<file path="src/rtl/module_scan_tecladohex_if.sv">
`timescale 1ns/1ps
`default_nettype none
// ============================================================================
// Module      : module_scan_tecladohex_if
// Description : Bundle of keypad-side and decoder-side signals of the 4x4 hex
//               keypad scan controller.
//                 fila_in   - raw keypad row lines (asynchronous, active-high)
//                 col_out   - one-hot column drive
//                 fila/col  - debounced one-hot row/column of the held key
//                 tecla     - debounced "key held" level
//                 key_valid - one-cycle pulse per accepted press
//               master : the scan controller (drives columns and results)
//               slave  : keypad model / decoder side
// Revision    : 1.0 - initial release
// ============================================================================
interface module_scan_tecladohex_if;
    logic [3:0] fila_in;
    logic [3:0] col_out;
    logic [3:0] fila;
    logic [3:0] col;
    logic       tecla;
    logic       key_valid;

    modport master (
        input  fila_in,
        output col_out,
        output fila,
        output col,
        output tecla,
        output key_valid
    );

    modport slave (
        output fila_in,
        input  col_out,
        input  fila,
        input  col,
        input  tecla,
        input  key_valid
    );
endinterface
`default_nettype wire

</file>
<file path="src/rtl/module_scan_tecladohex.sv">
`timescale 1ns/1ps
`default_nettype none
// ============================================================================
// Module      : module_scan_tecladohex
// Description : Scan controller for a 4x4 hex keypad. Drives the columns
//               one-hot, synchronizes the row lines, and debounces both press
//               and release. Presents a stable one-hot fila/col pair, a tecla
//               level and a one-cycle key_valid pulse per accepted press.
// Ports       : clk  - system clock, rising edge
//               rst  - asynchronous active-high reset
//               kbd  - module_scan_tecladohex_if.master
//                      (fila_in in; col_out, fila, col, tecla, key_valid out)
// Parameters  : SCAN_DIV     - clock cycles per column dwell (>= 4)
//               DEBOUNCE_CNT - consecutive matching ticks to accept a press
//                              or a release (>= 1)
// Revision    : 1.0 - initial release
// ============================================================================
module module_scan_tecladohex #(
    parameter int SCAN_DIV     = 4,
    parameter int DEBOUNCE_CNT = 3
) (
    input  wire logic               clk,
    input  wire logic               rst,
    module_scan_tecladohex_if.master kbd
);

    localparam int                  c_DIV_W    = $clog2(SCAN_DIV);
    localparam int                  c_CNT_W    = $clog2(DEBOUNCE_CNT + 1);
    localparam logic [c_DIV_W-1:0]  c_DIV_LAST = c_DIV_W'(SCAN_DIV - 1);
    localparam logic [c_CNT_W-1:0]  c_DB_TERM  = c_CNT_W'(DEBOUNCE_CNT);
    localparam logic [c_CNT_W-1:0]  c_CNT_ONE  = c_CNT_W'(1);

    typedef enum logic [1:0] {
        ST_SCAN     = 2'd0,
        ST_DEBOUNCE = 2'd1,
        ST_HOLD     = 2'd2,
        ST_RELEASE  = 2'd3
    } state_t;

    // ------------------------------------------------------------------
    // Row synchronizer: fila_in is asynchronous to clk.
    // ------------------------------------------------------------------
    logic [3:0] r_sync;
    logic [3:0] r_rows;

    always_ff @(posedge clk or posedge rst) begin
        if (rst) begin
            r_sync <= 4'b0000;
            r_rows <= 4'b0000;
        end else begin
            r_sync <= kbd.fila_in;
            r_rows <= r_sync;
        end
    end

    // ------------------------------------------------------------------
    // Column dwell divider. The tick lands on the last cycle of the dwell,
    // so the two synchronizer stages have settled on the new column.
    // ------------------------------------------------------------------
    logic [c_DIV_W-1:0] r_div;
    logic               w_tick;

    assign w_tick = (r_div == c_DIV_LAST);

    always_ff @(posedge clk or posedge rst) begin
        if (rst) begin
            r_div <= '0;
        end else if (w_tick) begin
            r_div <= '0;
        end else begin
            r_div <= r_div + c_DIV_W'(1);
        end
    end

    // ------------------------------------------------------------------
    // Scan / debounce state machine
    // ------------------------------------------------------------------
    state_t             r_state;
    logic [3:0]         r_col_out;
    logic [3:0]         r_cap_f;
    logic [3:0]         r_cap_c;
    logic [c_CNT_W-1:0] r_cnt;
    logic [3:0]         r_fila;
    logic [3:0]         r_col;
    logic               r_tecla;
    logic               r_key_valid;

    state_t             w_state_nxt;
    logic [3:0]         w_col_out_nxt;
    logic [3:0]         w_cap_f_nxt;
    logic [3:0]         w_cap_c_nxt;
    logic [c_CNT_W-1:0] w_cnt_nxt;
    logic [3:0]         w_fila_nxt;
    logic [3:0]         w_col_nxt;
    logic               w_tecla_nxt;
    logic               w_key_valid_nxt;

    logic               w_rows_onehot;
    logic               w_rows_match;
    logic [c_CNT_W-1:0] w_cnt_inc;
    logic [3:0]         w_col_rot;

    // Exactly one bit set: non-zero and clearing the lowest set bit leaves 0.
    // This rejects ghosting / multi-key patterns before capture.
    assign w_rows_onehot = (r_rows != 4'b0000) &&
                           ((r_rows & (r_rows - 4'd1)) == 4'b0000);
    assign w_rows_match  = (r_rows == r_cap_f);
    assign w_cnt_inc     = r_cnt + c_CNT_ONE;
    assign w_col_rot     = {r_col_out[2:0], r_col_out[3]};

    always_ff @(posedge clk or posedge rst) begin
        if (rst) begin
            r_state     <= ST_SCAN;
            r_col_out   <= 4'b0001;
            r_cap_f     <= 4'b0000;
            r_cap_c     <= 4'b0000;
            r_cnt       <= '0;
            r_fila      <= 4'b0000;
            r_col       <= 4'b0000;
            r_tecla     <= 1'b0;
            r_key_valid <= 1'b0;
        end else begin
            r_state     <= w_state_nxt;
            r_col_out   <= w_col_out_nxt;
            r_cap_f     <= w_cap_f_nxt;
            r_cap_c     <= w_cap_c_nxt;
            r_cnt       <= w_cnt_nxt;
            r_fila      <= w_fila_nxt;
            r_col       <= w_col_nxt;
            r_tecla     <= w_tecla_nxt;
            r_key_valid <= w_key_valid_nxt;
        end
    end

    always_comb begin
        w_state_nxt     = r_state;
        w_col_out_nxt   = r_col_out;
        w_cap_f_nxt     = r_cap_f;
        w_cap_c_nxt     = r_cap_c;
        w_cnt_nxt       = r_cnt;
        w_fila_nxt      = r_fila;
        w_col_nxt       = r_col;
        w_tecla_nxt     = r_tecla;
        w_key_valid_nxt = 1'b0;

        if (w_tick) begin
            unique case (r_state)
                ST_SCAN: begin
                    if (w_rows_onehot) begin
                        // Freeze the column on the candidate key.
                        w_cap_f_nxt = r_rows;
                        w_cap_c_nxt = r_col_out;
                        w_cnt_nxt   = '0;
                        w_state_nxt = ST_DEBOUNCE;
                    end else begin
                        w_col_out_nxt = w_col_rot;
                    end
                end

                ST_DEBOUNCE: begin
                    if (w_rows_match) begin
                        w_cnt_nxt = w_cnt_inc;
                        if (w_cnt_inc == c_DB_TERM) begin
                            w_state_nxt     = ST_HOLD;
                            w_tecla_nxt     = 1'b1;
                            w_fila_nxt      = r_cap_f;
                            w_col_nxt       = r_cap_c;
                            w_key_valid_nxt = 1'b1;
                        end
                    end else begin
                        // Bounce: abandon the candidate and keep scanning.
                        w_state_nxt   = ST_SCAN;
                        w_col_out_nxt = w_col_rot;
                    end
                end

                ST_HOLD: begin
                    if (!w_rows_match) begin
                        if (DEBOUNCE_CNT == 1) begin
                            // A single mismatch tick already completes release.
                            w_state_nxt   = ST_SCAN;
                            w_tecla_nxt   = 1'b0;
                            w_fila_nxt    = 4'b0000;
                            w_col_nxt     = 4'b0000;
                            w_cnt_nxt     = '0;
                            w_col_out_nxt = w_col_rot;
                        end else begin
                            // This tick is the first mismatch already.
                            w_cnt_nxt   = c_CNT_ONE;
                            w_state_nxt = ST_RELEASE;
                        end
                    end
                end

                ST_RELEASE: begin
                    if (!w_rows_match) begin
                        w_cnt_nxt = w_cnt_inc;
                        if (w_cnt_inc == c_DB_TERM) begin
                            w_state_nxt   = ST_SCAN;
                            w_tecla_nxt   = 1'b0;
                            w_fila_nxt    = 4'b0000;
                            w_col_nxt     = 4'b0000;
                            w_cnt_nxt     = '0;
                            w_col_out_nxt = w_col_rot;
                        end
                    end else begin
                        // Re-contact: key still held, no new press reported.
                        w_cnt_nxt   = '0;
                        w_state_nxt = ST_HOLD;
                    end
                end

                default: begin
                    w_state_nxt = ST_SCAN;
                end
            endcase
        end
    end

    assign kbd.col_out   = r_col_out;
    assign kbd.fila      = r_fila;
    assign kbd.col       = r_col;
    assign kbd.tecla     = r_tecla;
    assign kbd.key_valid = r_key_valid;

endmodule
`default_nettype wire

</file>
<file path="src/flat_wrapper.sv">
// flat-port wrapper written by rule: the top's interface ports become plain ports
module module_scan_tecladohex_flat 
#(
    parameter int SCAN_DIV     = 4,
    parameter int DEBOUNCE_CNT = 3
)
  (clk, rst, kbd_fila_in, kbd_col_out, kbd_fila, kbd_col, kbd_tecla, kbd_key_valid);
  module_scan_tecladohex_if kbd_i ();
  input  wire logic clk;
  input  wire logic rst;
  input wire logic [$bits(kbd_i.fila_in)-1:0] kbd_fila_in;
  output wire logic [$bits(kbd_i.col_out)-1:0] kbd_col_out;
  output wire logic [$bits(kbd_i.fila)-1:0] kbd_fila;
  output wire logic [$bits(kbd_i.col)-1:0] kbd_col;
  output wire logic [$bits(kbd_i.tecla)-1:0] kbd_tecla;
  output wire logic [$bits(kbd_i.key_valid)-1:0] kbd_key_valid;
  assign kbd_i.fila_in = kbd_fila_in;
  assign kbd_col_out = kbd_i.col_out;
  assign kbd_fila = kbd_i.fila;
  assign kbd_col = kbd_i.col;
  assign kbd_tecla = kbd_i.tecla;
  assign kbd_key_valid = kbd_i.key_valid;
  module_scan_tecladohex #(.SCAN_DIV(SCAN_DIV), .DEBOUNCE_CNT(DEBOUNCE_CNT)) u_core (.clk(clk), .rst(rst), .kbd(kbd_i));
endmodule
</file>
<file path="config.mk">
export PLATFORM = sky130hd
export DESIGN_NAME = module_scan_tecladohex_flat
export DESIGN_NICKNAME = d
export VERILOG_FILES = /design/src/rtl/module_scan_tecladohex_if.sv /design/src/rtl/module_scan_tecladohex.sv /design/src/flat_wrapper.sv
export SDC_FILE = /design/constraint.sdc
export NUM_CORES = 1
export LEC_CHECK = 0
export BUFFER_PORTS_ARGS = -buffer_cell sky130_fd_sc_hd__clkbuf_2
export CORE_MARGIN = 1
export CORE_UTILIZATION = 30
export DETAILED_ROUTE_END_ITERATION = 7
export GPL_ROUTABILITY_DRIVEN = 0
export SLEW_MARGIN = 20
export SYNTH_ARGS = -nofsm -noshare
export SYNTH_HDL_FRONTEND = slang
export SYNTH_SLANG_ARGS = --single-unit
</file>
<file path="constraint.sdc">
create_clock -name clk -period 2 [get_ports clk]
set_input_delay 0.5 -clock clk [delete_from_list [all_inputs] [get_ports clk]]
set_output_delay 0.5 -clock clk [all_outputs]
set_load 0.05 [all_outputs]
</file>
Word-level counts from Yosys, hierarchy flattened --
Cells that the tools add are included.
Storage, ports and cells: flip-flop bits (word level) 36, output and inout port bits 14, word-level logic and storage cells 79
Cells by class: add/subtract/negate cells 3, equal/unequal tests 16, multiplexer cells 36, bitwise logic cells 1, reductions and logical operators 11
Operators by type and width (number):
- 2-to-1 mux 4 bit | 10
- 2-to-1 mux 2 bit | 12
- case mux 2 bit (4 select lines) | 2
- case mux 4 bit (2 select lines) | 2
- case mux 4 bit (3 select lines) | 1
- AND reduction 6 bit | 2
- equality test 2 bit (second input constant) | 4
- 2-to-1 mux 1 bit | 8
- != test 2 x 1 -> 1 bit (second input constant) | 4
- != test 2 bit (second input constant) | 4
- AND reduction 5 bit | 1
- adder 2 x 1 -> 2 bit (second input constant) | 2
- bitwise AND 4 bit | 1
- equality test 4 bit | 1
- logical NOT 4 bit | 1
- AND reduction 4 bit | 1
- nonzero test 4 bit | 1
- subtractor 4 x 1 -> 4 bit (second input constant) | 1
- != test 3 x 1 -> 1 bit (second input constant) | 1
- != test 3 bit (second input constant) | 1
- AND reduction 3 bit | 1
- nonzero test 3 bit | 1
- equality test 2 x 1 -> 1 bit (second input constant) | 1
- logical NOT 2 bit | 1
- 3 further kinds | 3

Logic depth before layout (Yosys ltp) --
Gate-level depths: netlist of the first run.
word-level depth 6, depth in mapped cells 6, depth with buffers taken out 6

Least setup slack after synthesis of the first run --
Ideal clock, no wire load.
kind register -> register, from reg u_core.r_rows[0], to reg u_core.r_cap_c[0], data arrival time 1540 ps, required time 1875 ps, path slack 335 ps, stages on the path, launching flop included 5, path buffers 0, cells stage by stage dfrtp_1 -> nor4b_1 -> a211oi_2 -> nor2_4 -> mux2_2
Between the ends: cells in the longest elaborated chain, start to end 5, elaborated cells on any way between the ends 6
RTL lines:
- from (decl) | line module_scan_tecladohex.sv:44 | logic [3:0] r_rows;
- from (signal assigned) | line module_scan_tecladohex.sv:52 | r_rows <= r_sync;
- subtractor 4 x 1 -> 4 bit | line module_scan_tecladohex.sv:106 | ((r_rows & (r_rows - 4'd1)) == 4'b0000);
- bitwise AND 4 bit | line module_scan_tecladohex.sv:106
- logical NOT 4 bit | line module_scan_tecladohex.sv:106
- logical AND 1 bit * | line module_scan_tecladohex.sv:105 | assign w_rows_onehot = (r_rows != 4'b0000) &&
- AND reduction 3 bit (no line) *
- to (signal assigned) | line module_scan_tecladohex.sv:126 | r_cap_c <= w_cap_c_nxt;
- to (decl) | line module_scan_tecladohex.sv:81 | logic [3:0] r_cap_c;
Every way passes the cells marked *; elsewhere a longest branch is shown, timed or not. A chain may end at the register's enable or synchronous reset.

Worst setup path after layout of the first run --
from reg u_core.r_rows[2], to reg u_core.r_cap_c[3]
Same word-level chain as after synthesis.

==> results of run 1 <==
-- layout make-up --
type                    instances  area, sq um  area share, %
inverters                      13         48.8           2.43
multi-input cells              87          701           34.8
well taps                      72         90.1           4.48
clock buffers                   6         72.6           3.61
flip-flops and latches         36          902           44.8
clock inverters                 2         35.0           1.74
repair buffers                 28          163           8.08
-- worst min-delay path: cells and delay by family --
kind	cells	cell delay, ns
buf+inv	3	0.50
-- cell usage in the layout, fill, tap and decap left out, drive strengths merged, types with 4 or more instances in the layout --
master  Yosys  layout
a31oi       8       8
a41oi      12      12
buf         4       9
clkbuf      5      25
dfrtp      35      35
ha          4       4
inv        13      13
mux2       12      12
nand2       7       7
nor2        5       5
o21ai       6       6
o22ai      10      10
xnor2       4       4
-- layer usage --
layer	GRT usage, %	vias up	routed length [um]
met5	0	-	0
met4	2.83	0	11
met3	4.64	2	150
met2	16.1	27	1360
met1	16.4	615	1560
li1	-	593	-
-- power by group through the flow --
stage          sequential (mW)  combinational (mW)  clock (mW)
2_1_floorplan            0.840               0.328           0
3_3_place_gp             0.861               0.436           0
3_5_place_dp             0.860               0.433           0
4_1_cts                  0.847               0.435       0.642
5_1_grt                  0.852               0.480       0.675
6_report                 0.849               0.437       0.626
-- per-stage QoR --
| step | setup slack [ns] | utilization, % | hold slack [ns] | instances | total power, mW |
|---|---|---|---|---|---|
| global route | 0.0587 | 36.8 | 0.304 | 244 | 2.01 |
| global placement | 0.237 | 34.8 | 0.334 | 236 | 1.30 |
| finish | 0.201 | 36.8 | 0.284 | 244 | 1.91 |
| floorplan | 0.335 | - | 0.331 | 145 | 1.17 |
| CTS | 0.169 | 36.8 | 0.308 | 244 | 1.92 |
| detailed placement | 0.193 | 34.8 | 0.336 | 236 | 1.29 |
-- registers in the layout (all words and copies together), names as in the netlist, named ones only --
signal and cells:
u_core.r_cap_f 4, u_core.kbd.col 4, u_core.kbd.key_valid 1, u_core.r_sync 4
u_core.r_cnt 2, u_core.kbd.col_out 4, u_core.kbd.tecla 1, u_core.r_state 1
u_core.r_div 2, u_core.kbd.fila 4, u_core.r_cap_c 4, u_core.r_rows 4
-- logic make-up after synthesis --
kind of cell	Yosys count	synth area share, %
fa+ha+maj	4	2.95
mux	13	8.55
flops	36	53.2
simple gates	20	6.49
xor+xnor	5	2.58
compound gates	45	20.7
buf+inv	22	5.53
-- path summary, 6_finish.rpt --
check                                               endpoint  slack, ns  cells past startpoint                       start
max in group asynchronous  u_core.kbd.col_out[0]$_DFFE_PP1P_       1.38                      3                         rst
max                            u_core.r_cap_c[3]$_DFFE_PP0P_       0.20                      4  u_core.r_rows[2]$_DFF_PP0_
min in group clk                  u_core.r_sync[2]$_DFF_PP0_       0.32                      1              kbd_fila_in[2]
min reg2reg                       u_core.r_rows[0]$_DFF_PP0_       0.35                      0  u_core.r_sync[0]$_DFF_PP0_
min                            u_core.r_cap_f[3]$_DFFE_PP0P_       0.28                      3                         rst
max reg2reg                    u_core.r_cap_c[3]$_DFFE_PP0P_       0.20                      4  u_core.r_rows[2]$_DFF_PP0_
==> flow_summary_export.csv, run 1 <==
group,metric,value,unit
status,status,"finished, final reports clean",
sta,min_period_over_period,89.9,%
synthesis,synth_flop_cell,"dfrtp_1",
worst_setup_path,path_max_fanout,8,
synthesis,syn_inst,145,
sta,min_period,1.80,ns
final_layout,diodes,0,
sta,finalMaxSlewViolations,0,
power_and_ir_drop,swShare,29.8,%
clock_network,clock_path_buffers,2,
floorplan,fp.coreArea,5470,sq um
routing,dr.pass1.iters,4,
job,drv_cap,0,
grt,antenna_found_initial,0,
clock_network,cts_buffers,5,
routing,wl_per_cell,12.7,um
synthesis,synth_commonest_cells,"dfrtp_1 (35), inv_1 (13), a41oi_1 (12)",
power_and_ir_drop,ir_drop,499,uV
clock_network,clk_latency,0.29,ns
synthesis,synth.distinct_cells,35,
clock_network,ctsResizeCount,0,
synthesis,syn_area,1700,sq um
synthesis,synth_warnings,0,
routing,vias,1237,
synthesis,async_flop_share,100,%
clock_network,clockRootBuffer,"clkbuf_8",
routing,antenna_left,0,
clock_network,clk_pin_slew,0.07,ns
power_and_ir_drop,leakagePower,0.908,nW
clock_network,cts.htree.levels,2,
worst_setup_path,worstPathArrival,1.97,ns
worst_setup_path,slowest_stage,"nor4b_1",
synthesis,synth_nets,155,
power_and_ir_drop,p_clk_share,32.7,%
clock_network,cts_tree,"done",
worst_setup_path,cp_cell_sequence,"nor4b_1, a211oi_2, nor2_4, mux2_2",
sta,worst_pin_slew,0.491,ns
worst_setup_path,crit_buf_inv,0,
synthesis,yosysTopAreaCell,"dfrtp_1",
synthesis,synth_edf_count,0,
grt,grt_pass1_wl,5380,um
grt,grt_overflow,0,
floorplan,fp.dieH,77.2,um
worst_setup_path,critPathRequiredTime,2.17,ns
final_layout,finalNetCount,181,
place,dpl.hpwl,2200,um
power_and_ir_drop,seqPwrFrac,44.4,%
final_layout,area_growth,18.6,%
place,placed_cell_area,1900,sq um
routing,drc,0,
sta,setup_violations,0,
synthesis,post_synth.cell_area_avg,11.7,sq um
sta,skew,0.00614,ns
worst_setup_path,cp-start-kind,"flop",
final_layout,drive_gt1_share,29.1,%
power_and_ir_drop,switchingPower,0.569,mW
sta,slew_headroom,67.2,%
worst_setup_path,critPathKind,"flop to flop",
routing,drt-vias-per-instance,5.07,
worst_setup_path,critPathMaxStageDelay,0.46,ns
synthesis,yosys-top-cells-area,"dfrtp_1 (52%), a41oi_1 (6.2%), mux2_2 (5.3%)",
clock_network,cts_setup_buffers,0,
final_layout,fin_area,2010,sq um
floorplan,die_area,5960,sq um
synthesis,synth.most_common_cell,"dfrtp_1",
floorplan,die_x,77.2,um
sta,rsz0062_at_grt,"no",
synthesis,synth.ff_latch_count,36,
synthesis,yosysTopAreaCellShare,51.6,%
place,portBuffers,19,
routing,first_iter_violations,102,
sta,fmax,0.556,GHz
power_and_ir_drop,p_comb_share,22.9,%
power_and_ir_drop,intPower,1.34,mW
worst_setup_path,critPathTopFamily,"simple AND/OR/NAND/NOR gates",
grt,grt_max_degree,37,
hold_path,hold_class,"input pin to async pin",
sta,finalHoldViolCount,0,
grt,grt_pass1_vias,1130,
routing,drt_wl_total,3090,um
clock_network,cts_hold_buf,0,
synthesis,yosysSeqAreaShare,53.2,%
floorplan,start_util,31.0,%
worst_setup_path,end_kind,"flop",
sta,setup_tns,0,ns
floorplan,rows,27,
power_and_ir_drop,p_per_area,950,nW/um^2
grt,gr-usage-all-layers,11.5,%
final_layout,fill_cells,563,
clock_network,cts.sinks,36,
floorplan,ioPinCount,20,
No activity file was read; power rests on OpenSTA's default activity.
==> run 2, diff against run 1 <==
--- a/config.mk
+++ b/config.mk
@@ -10,6 +10,7 @@
 export CORE_UTILIZATION = 30
 export DETAILED_ROUTE_END_ITERATION = 7
 export GPL_ROUTABILITY_DRIVEN = 0
+export PLACE_DENSITY_LB_ADDON = 0.2
 export SLEW_MARGIN = 20
 export SYNTH_ARGS = -nofsm -noshare
 export SYNTH_HDL_FRONTEND = slang
==> run 2 against run 1 <==
Clock-buffer cell count stayed put. Sequential power hardly changed. Global-route usage is 1.5 points higher. Via count is 2.8% lower. Highest routed layer unchanged. Routed wire length is 9.8% higher. Register-to-register slack worse by 0.06 ns. Flip-flop and latch count stayed put. Die area stayed put. Critical path type unchanged. Non-clock buffer count stayed put. Worst setup slack worse by 0.063 ns. Clock power is 2% higher. Core utilization is 0.11 points higher.
==> flow_summary_export.csv, run 2 (synthesis gave the netlist of run 1 again) <==
group,metric,value,unit
status,status,"finished, final reports clean",
power_and_ir_drop,leakagePower,0.910,nW
sta,rsz0062_at_grt,"no",
worst_setup_path,end_kind,"flop",
sta,slew_headroom,65.0,%
sta,fmax,0.537,GHz
worst_setup_path,worstPathArrival,2.03,ns
worst_setup_path,cp-start-kind,"flop",
floorplan,die_x,77.2,um
worst_setup_path,critPathKind,"flop to flop",
final_layout,diodes,0,
final_layout,fin_area,2020,sq um
routing,vias,1202,
worst_setup_path,reg2reg_depth,4,
clock_network,clockRootBuffer,"clkbuf_8",
sta,skew,0.00797,ns
final_layout,drive_gt1_share,29.7,%
clock_network,cts.htree.levels,2,
routing,antenna_left,0,
power_and_ir_drop,p_per_area,953,nW/um^2
grt,grt_overflow,0,
power_and_ir_drop,ir_drop,288,uV
grt,grt_pass1_wl,6090,um
final_layout,layout_commonest_cell,"dfrtp_1",
clock_network,cts_tree,"done",
floorplan,die_area,5960,sq um
place,placed_cell_area,1900,sq um
power_and_ir_drop,swShare,30.5,%
sta,min_period_over_period,93.1,%
clock_network,cts.sinks,36,
power_and_ir_drop,fin_total_pwr,1.92,mW
worst_setup_path,r2r_start,"u_core.r_rows[0]$_DFF_PP0_",
sta,worst_pin_slew,0.525,ns
worst_setup_path,critPathRequiredTime,2.17,ns
routing,first_iter_violations,72,
clock_network,cts_hold_buf,0,
floorplan,ioPinCount,20,
final_layout,layout_common_cells,"dfrtp_1 (35), clkbuf_2 (19), inv_1 (13)",
sta,setup_violations,0,
power_and_ir_drop,seqPwrFrac,44.0,%
power_and_ir_drop,p_clk_share,33.1,%
clock_network,clock_path_buffers,2,
routing,dr.pass1.iters,4,
final_layout,area_growth,19.0,%
power_and_ir_drop,p_comb_share,22.9,%
clock_network,clk_latency,0.29,ns
clock_network,cts_buffers,5,
grt,grt_max_degree,37,
worst_setup_path,path_max_fanout,8,
floorplan,fp.coreArea,5470,sq um
clock_network,clk_pin_slew,0.07,ns
floorplan,rows,27,
sta,setup_tns,0,ns
final_layout,final_util,36.9,%
grt,grt_pass1_vias,1291,
place,portBuffers,19,
sta,finalHoldViolCount,0,
routing,drt_wl_total,3390,um
sta,finalMaxSlewViolations,0,
place,dpl.hpwl,2500,um
grt,gr-usage-all-layers,13.0,%
sta,min_period,1.86,ns
floorplan,start_util,31.0,%
power_and_ir_drop,intPower,1.34,mW
worst_setup_path,timing.rr.end,"u_core.r_cap_f[0]$_DFFE_PP0P_",
floorplan,fp.dieH,77.2,um
clock_network,cts_setup_buffers,0,
worst_setup_path,r2r_slack,0.14,ns
routing,drt-vias-per-instance,4.93,
sta,hold-worst-slack,0.281,ns
job,drv_cap,0,
final_layout,finalNetCount,181,
routing,drc,0,
grt,antenna_found_initial,0,
power_and_ir_drop,switchingPower,0.587,mW
routing,wl_per_cell,13.9,um
hold_path,hold_class,"input pin to async pin",
## run 2: cell counts in the layout (fill, tap and decap cells not counted)
No cell type changed its count.
## run 2: power by group through the flow
stage                     Clock (mW)  Combinational [mW]  Sequential (mW)
final                          0.637               0.440            0.847
after global routing           0.686               0.481            0.857
after CTS                      0.654               0.441            0.846
after detailed placement           0               0.434            0.862
after global placement             0               0.430            0.859
after floorplan                    0               0.328            0.840
## run 2: area by class of cell
class | instances | area, sq um
Tap cell | 72 | 90.1
Sequential cell | 36 | 902
Inverter | 13 | 48.8
Fill cell | 567 | 3450
Clock buffer | 6 | 72.6
Clock inverter | 2 | 35.0
Multi-Input combinational cell | 87 | 707
Timing Repair Buffer | 28 | 163
## run 2: what timing repair did
action                     4_1_cts  5_1_grt
hold endpoints to repair         0        0
setup endpoints to repair        0        9
resized for setup                0        1
## run 2: worst max-delay path by stage
stage	start	to	depth (start not counted)
after floorplan	u_core.r_rows[0]$_DFF_PP0_	u_core.r_cap_c[0]$_DFFE_PP0P_	4
after global placement	u_core.r_rows[2]$_DFF_PP0_	u_core.r_cap_f[3]$_DFFE_PP0P_	4
after detailed placement	u_core.r_rows[3]$_DFF_PP0_	u_core.r_cap_c[1]$_DFFE_PP0P_	4
after CTS	u_core.r_rows[3]$_DFF_PP0_	u_core.r_cap_c[1]$_DFFE_PP0P_	4
after global routing	u_core.r_rows[0]$_DFF_PP0_	u_core.r_cap_f[0]$_DFFE_PP0P_	4
final	u_core.r_rows[0]$_DFF_PP0_	u_core.r_cap_f[0]$_DFFE_PP0P_	4
## run 2: worst max-delay path, cell delays in order (launching register included)
cell and delay [ns]:
dfrtp_1 0.45, nor4b_1 0.49, a211oi_2 0.18, nor2_4 0.27, mux2_2 0.36
## run 2: metrics by stage
| stage | instances | worst slack (ns) |
|---|---|---|
| 6_report | 244 | 0.138 |
| 5_1_grt | 244 | 0.0381 |
| 4_1_cts | 244 | 0.114 |
| 3_5_place_dp | 236 | 0.162 |
| 3_3_place_gp | 236 | 0.238 |
| 2_1_floorplan | 145 | 0.335 |
## run 2: routing by layer
layer  routed length [um]  GRT usage, %
met2                 1610          20.8
met5                    0             0
met1                 1600          16.6
met3                  137          4.40
met4                   44          3.77
==> run 3, diff against run 2 <==
--- a/config.mk
+++ b/config.mk
@@ -5,6 +5,7 @@
 export SDC_FILE = /design/constraint.sdc
 export NUM_CORES = 1
 export LEC_CHECK = 0
+export ABC_AREA = 1
 export BUFFER_PORTS_ARGS = -buffer_cell sky130_fd_sc_hd__clkbuf_2
 export CORE_MARGIN = 1
 export CORE_UTILIZATION = 30
==> run 3 against run 2 <==
Core utilization down 0.35 points. First-iteration DRC count shrank 38%. Highest routed layer unchanged. Combinational power increased by 14%. Power grew 0.68%. Worst hold slack better by 0.0056 ns. Largest power group unchanged. Worst setup slack better by 0.27 ns.
==> flow_summary_export.csv, run 3 <==
group,metric,value,unit
status,status,"finished, final reports clean",
synthesis,synth.ff_latch_count,36,
clock_network,cts_buffers,5,
grt,grt_util_met2,17.2,%
place,dpl.hpwl,2020,um
worst_setup_path,critPathKind,"flop to primary output",
final_layout,drive_gt1_share,23.6,%
clock_network,cts_setup_buffers,0,
synthesis,synth_nets,191,
clock_network,clock_path_buffers,2,
grt,grt_pass1_wl,4800,um
synthesis,yosysTopAreaCell,"dfrtp_1",
worst_setup_path,critPathTopFamily,"flip-flops",
worst_setup_path,critPathRequiredTime,1.50,ns
routing,first_iter_violations,45,
sta,worst_pin_slew,0.462,ns
power_and_ir_drop,leakagePower,0.979,nW
worst_setup_path,r2r_start,"u_core.r_cap_f[2]$_DFFE_PP0P_",
final_layout,ff_latch_area,902,sq um
power_and_ir_drop,switchingPower,0.671,mW
sta,min_period,1.60,ns
synthesis,synth.distinct_cells,21,
floorplan,fp.dieH,74.7,um
worst_setup_path,worstPathArrival,1.10,ns
sta,finalHoldViolCount,0,
grt,grt_pass1_vias,1052,
floorplan,fp.coreArea,5110,sq um
final_layout,layout_commonest_cell,"nand2_1",
sta,setup_tns,0,ns
power_and_ir_drop,seqPwrFrac,46.2,%
synthesis,yosysTopAreaCellShare,55.2,%
grt,grt_overflow,0,
sta,rsz0062_at_grt,"no",
routing,antenna_left,0,
synthesis,syn_inst,181,
synthesis,yosysSeqAreaShare,56.9,%
final_layout,diodes,0,
worst_setup_path,timing.rr.end,"u_core.kbd.fila[2]$_DFFE_PP0P_",
floorplan,die_area,5580,sq um
power_and_ir_drop,swShare,34.6,%
synthesis,synth_warnings,0,
synthesis,synth_edf_count,0,
clock_network,clk_pin_slew,0.07,ns
sta,finalMaxSlewViolations,0,
final_layout,area_growth,17.6,%
clock_network,clk_latency,0.29,ns
sta,slew_headroom,69.2,%
worst_setup_path,crit_buf_inv,1,
routing,dr.pass1.iters,4,
grt,grt_max_degree,37,
synthesis,async_flop_share,100,%
synthesis,syn_area,1590,sq um
clock_network,cts.sinks,36,
grt,use_met1,16.0,%
clock_network,ctsResizeCount,0,
synthesis,synth_flop_cell,"dfrtp_1",
hold_path,hold_class,"input pin to async pin",
power_and_ir_drop,ir_drop,418,uV
sta,min_period_over_period,79.8,%
place,portBuffers,19,
sta,fin_ws,0.404,ns
routing,drc,0,
routing,drt_wl_total,2830,um
sta,fmax,0.627,GHz
routing,vias,1171,
clock_network,cts.htree.levels,2,
synthesis,synth_commonest_cells,"nand2_1 (68), dfrtp_1 (35), inv_1 (15)",
grt,busiest_layer,"met2",
grt,met3_usage,3.61,%
power_and_ir_drop,intPower,1.27,mW
final_layout,fill_cells,556,
sta,skew,0.00788,ns
routing,drt-vias-per-instance,4.21,
floorplan,ioPinCount,20,
clock_network,cts_hold_buf,0,
worst_setup_path,critPathMaxStageDelay,0.54,ns
power_and_ir_drop,p_clk_share,27.9,%
power_and_ir_drop,p_per_area,1040,nW/um^2
worst_setup_path,end_kind,"primary output",
worst_setup_path,cp_cell_sequence,"clkbuf_2",
synthesis,synth.most_common_cell,"nand2_1",
sta,setup_violations,0,
place,pre_cts_slack,0.588,ns
final_layout,multi_input_area,584,sq um
worst_setup_path,slowest_stage,"dfstp_2",
final_layout,finalNetCount,217,
routing,wl_per_cell,10.2,um
worst_setup_path,r2r_slack,0.57,ns
final_layout,layout_common_cells,"nand2_1 (68), dfrtp_1 (35), clkbuf_2 (19)",
worst_setup_path,critPathLaunch,"u_core.kbd.col_out[0]$_DFFE_PP1P_",
synthesis,post_synth.cell_area_avg,8.77,sq um
worst_setup_path,path_max_fanout,3,
worst_setup_path,cp-start-kind,"flop",
floorplan,rows,26,
grt,antenna_found_initial,0,
grt,gr-usage-all-layers,12.0,%
floorplan,start_util,31.1,%
synthesis,yosys-top-cells-area,"dfrtp_1 (55%), nand2_1 (16%), o21ai_1 (4.1%)",
job,drv_cap,0,
floorplan,die_x,74.7,um
clock_network,cts_tree,"done",
power_and_ir_drop,p_comb_share,25.9,%
worst_setup_path,reg2reg_depth,11,
clock_network,clockRootBuffer,"clkbuf_8",
## run 3: cell types whose count changed after synthesis, sizes merged, moves of 8 or more
cell / delta
o21ai: +14
a31oi: -8
nand3: +8
nand2: +66
mux2: -12
inv: +11
a41oi: -12
o22ai: -10
## run 3: logic make-up (layout without fill, tap and decap cells)
group / after synthesis / in the layout / share of synthesized area, %
AOI/OAI and AO/OA: 22 / 22 / 7.18
adders and majority gates: 4 / 4 / 3.15
buffers and inverters: 26 / 53 / 6.31
DFF: 36 / 36 / 56.9
and+or+nand+nor: 93 / 93 / 26.5
## run 3: metrics by stage
| stage | instances | cell area, sq um | power, mW | utilization, % | hold WS [ns] |
|---|---|---|---|---|---|
| global placement | 270 | 1770 | 1.41 | 34.7 | 0.333 |
| CTS | 278 | 1870 | 1.97 | 36.5 | 0.300 |
| floorplan | 181 | 1590 | 1.31 | - | 0.331 |
| global route | 278 | 1870 | 2.08 | 36.5 | 0.302 |
| finish | 278 | 1870 | 1.94 | 36.5 | 0.286 |
| detailed placement | 270 | 1770 | 1.41 | 34.7 | 0.335 |
## run 3: how the worst max path moves through the flow
stage                                                 to  slack [ns]  cells after the start
final                                     kbd_col_out[0]        0.40                      1
after global routing                      kbd_col_out[0]        0.37                      1
after CTS                                 kbd_col_out[0]        0.39                      1
after detailed placement   u_core.r_cap_f[2]$_DFFE_PP0P_        0.59                      3
after global placement    u_core.kbd.fila[2]$_DFFE_PP0P_        0.55                      9
after floorplan                                async pin        0.70                      1
## run 3: final cells by class
class,instances,area share (%)
Sequential cell,36,48.4
Multi-Input combinational cell,119,31.3
Timing Repair Buffer,20,5.50
Inverter,25,5.10
Tap cell,70,4.69
Clock buffer,7,4.63
Clock inverter,1,0.402
## run 3: metal layers
metal	vias to the layer above	share of wire [%]
li1	612	-
met1	532	55
met2	22	39
met3	5	3.4
met4	0	2.2
met5	-	0
## run 3: power by group through the flow
stage | registers, mW | logic, mW | clock network, mW
2_1_floorplan | 0.925 | 0.380 | 0
3_3_place_gp | 0.905 | 0.506 | 0
3_5_place_dp | 0.907 | 0.507 | 0
4_1_cts | 0.894 | 0.508 | 0.566
5_1_grt | 0.909 | 0.576 | 0.595
6_report | 0.895 | 0.503 | 0.540
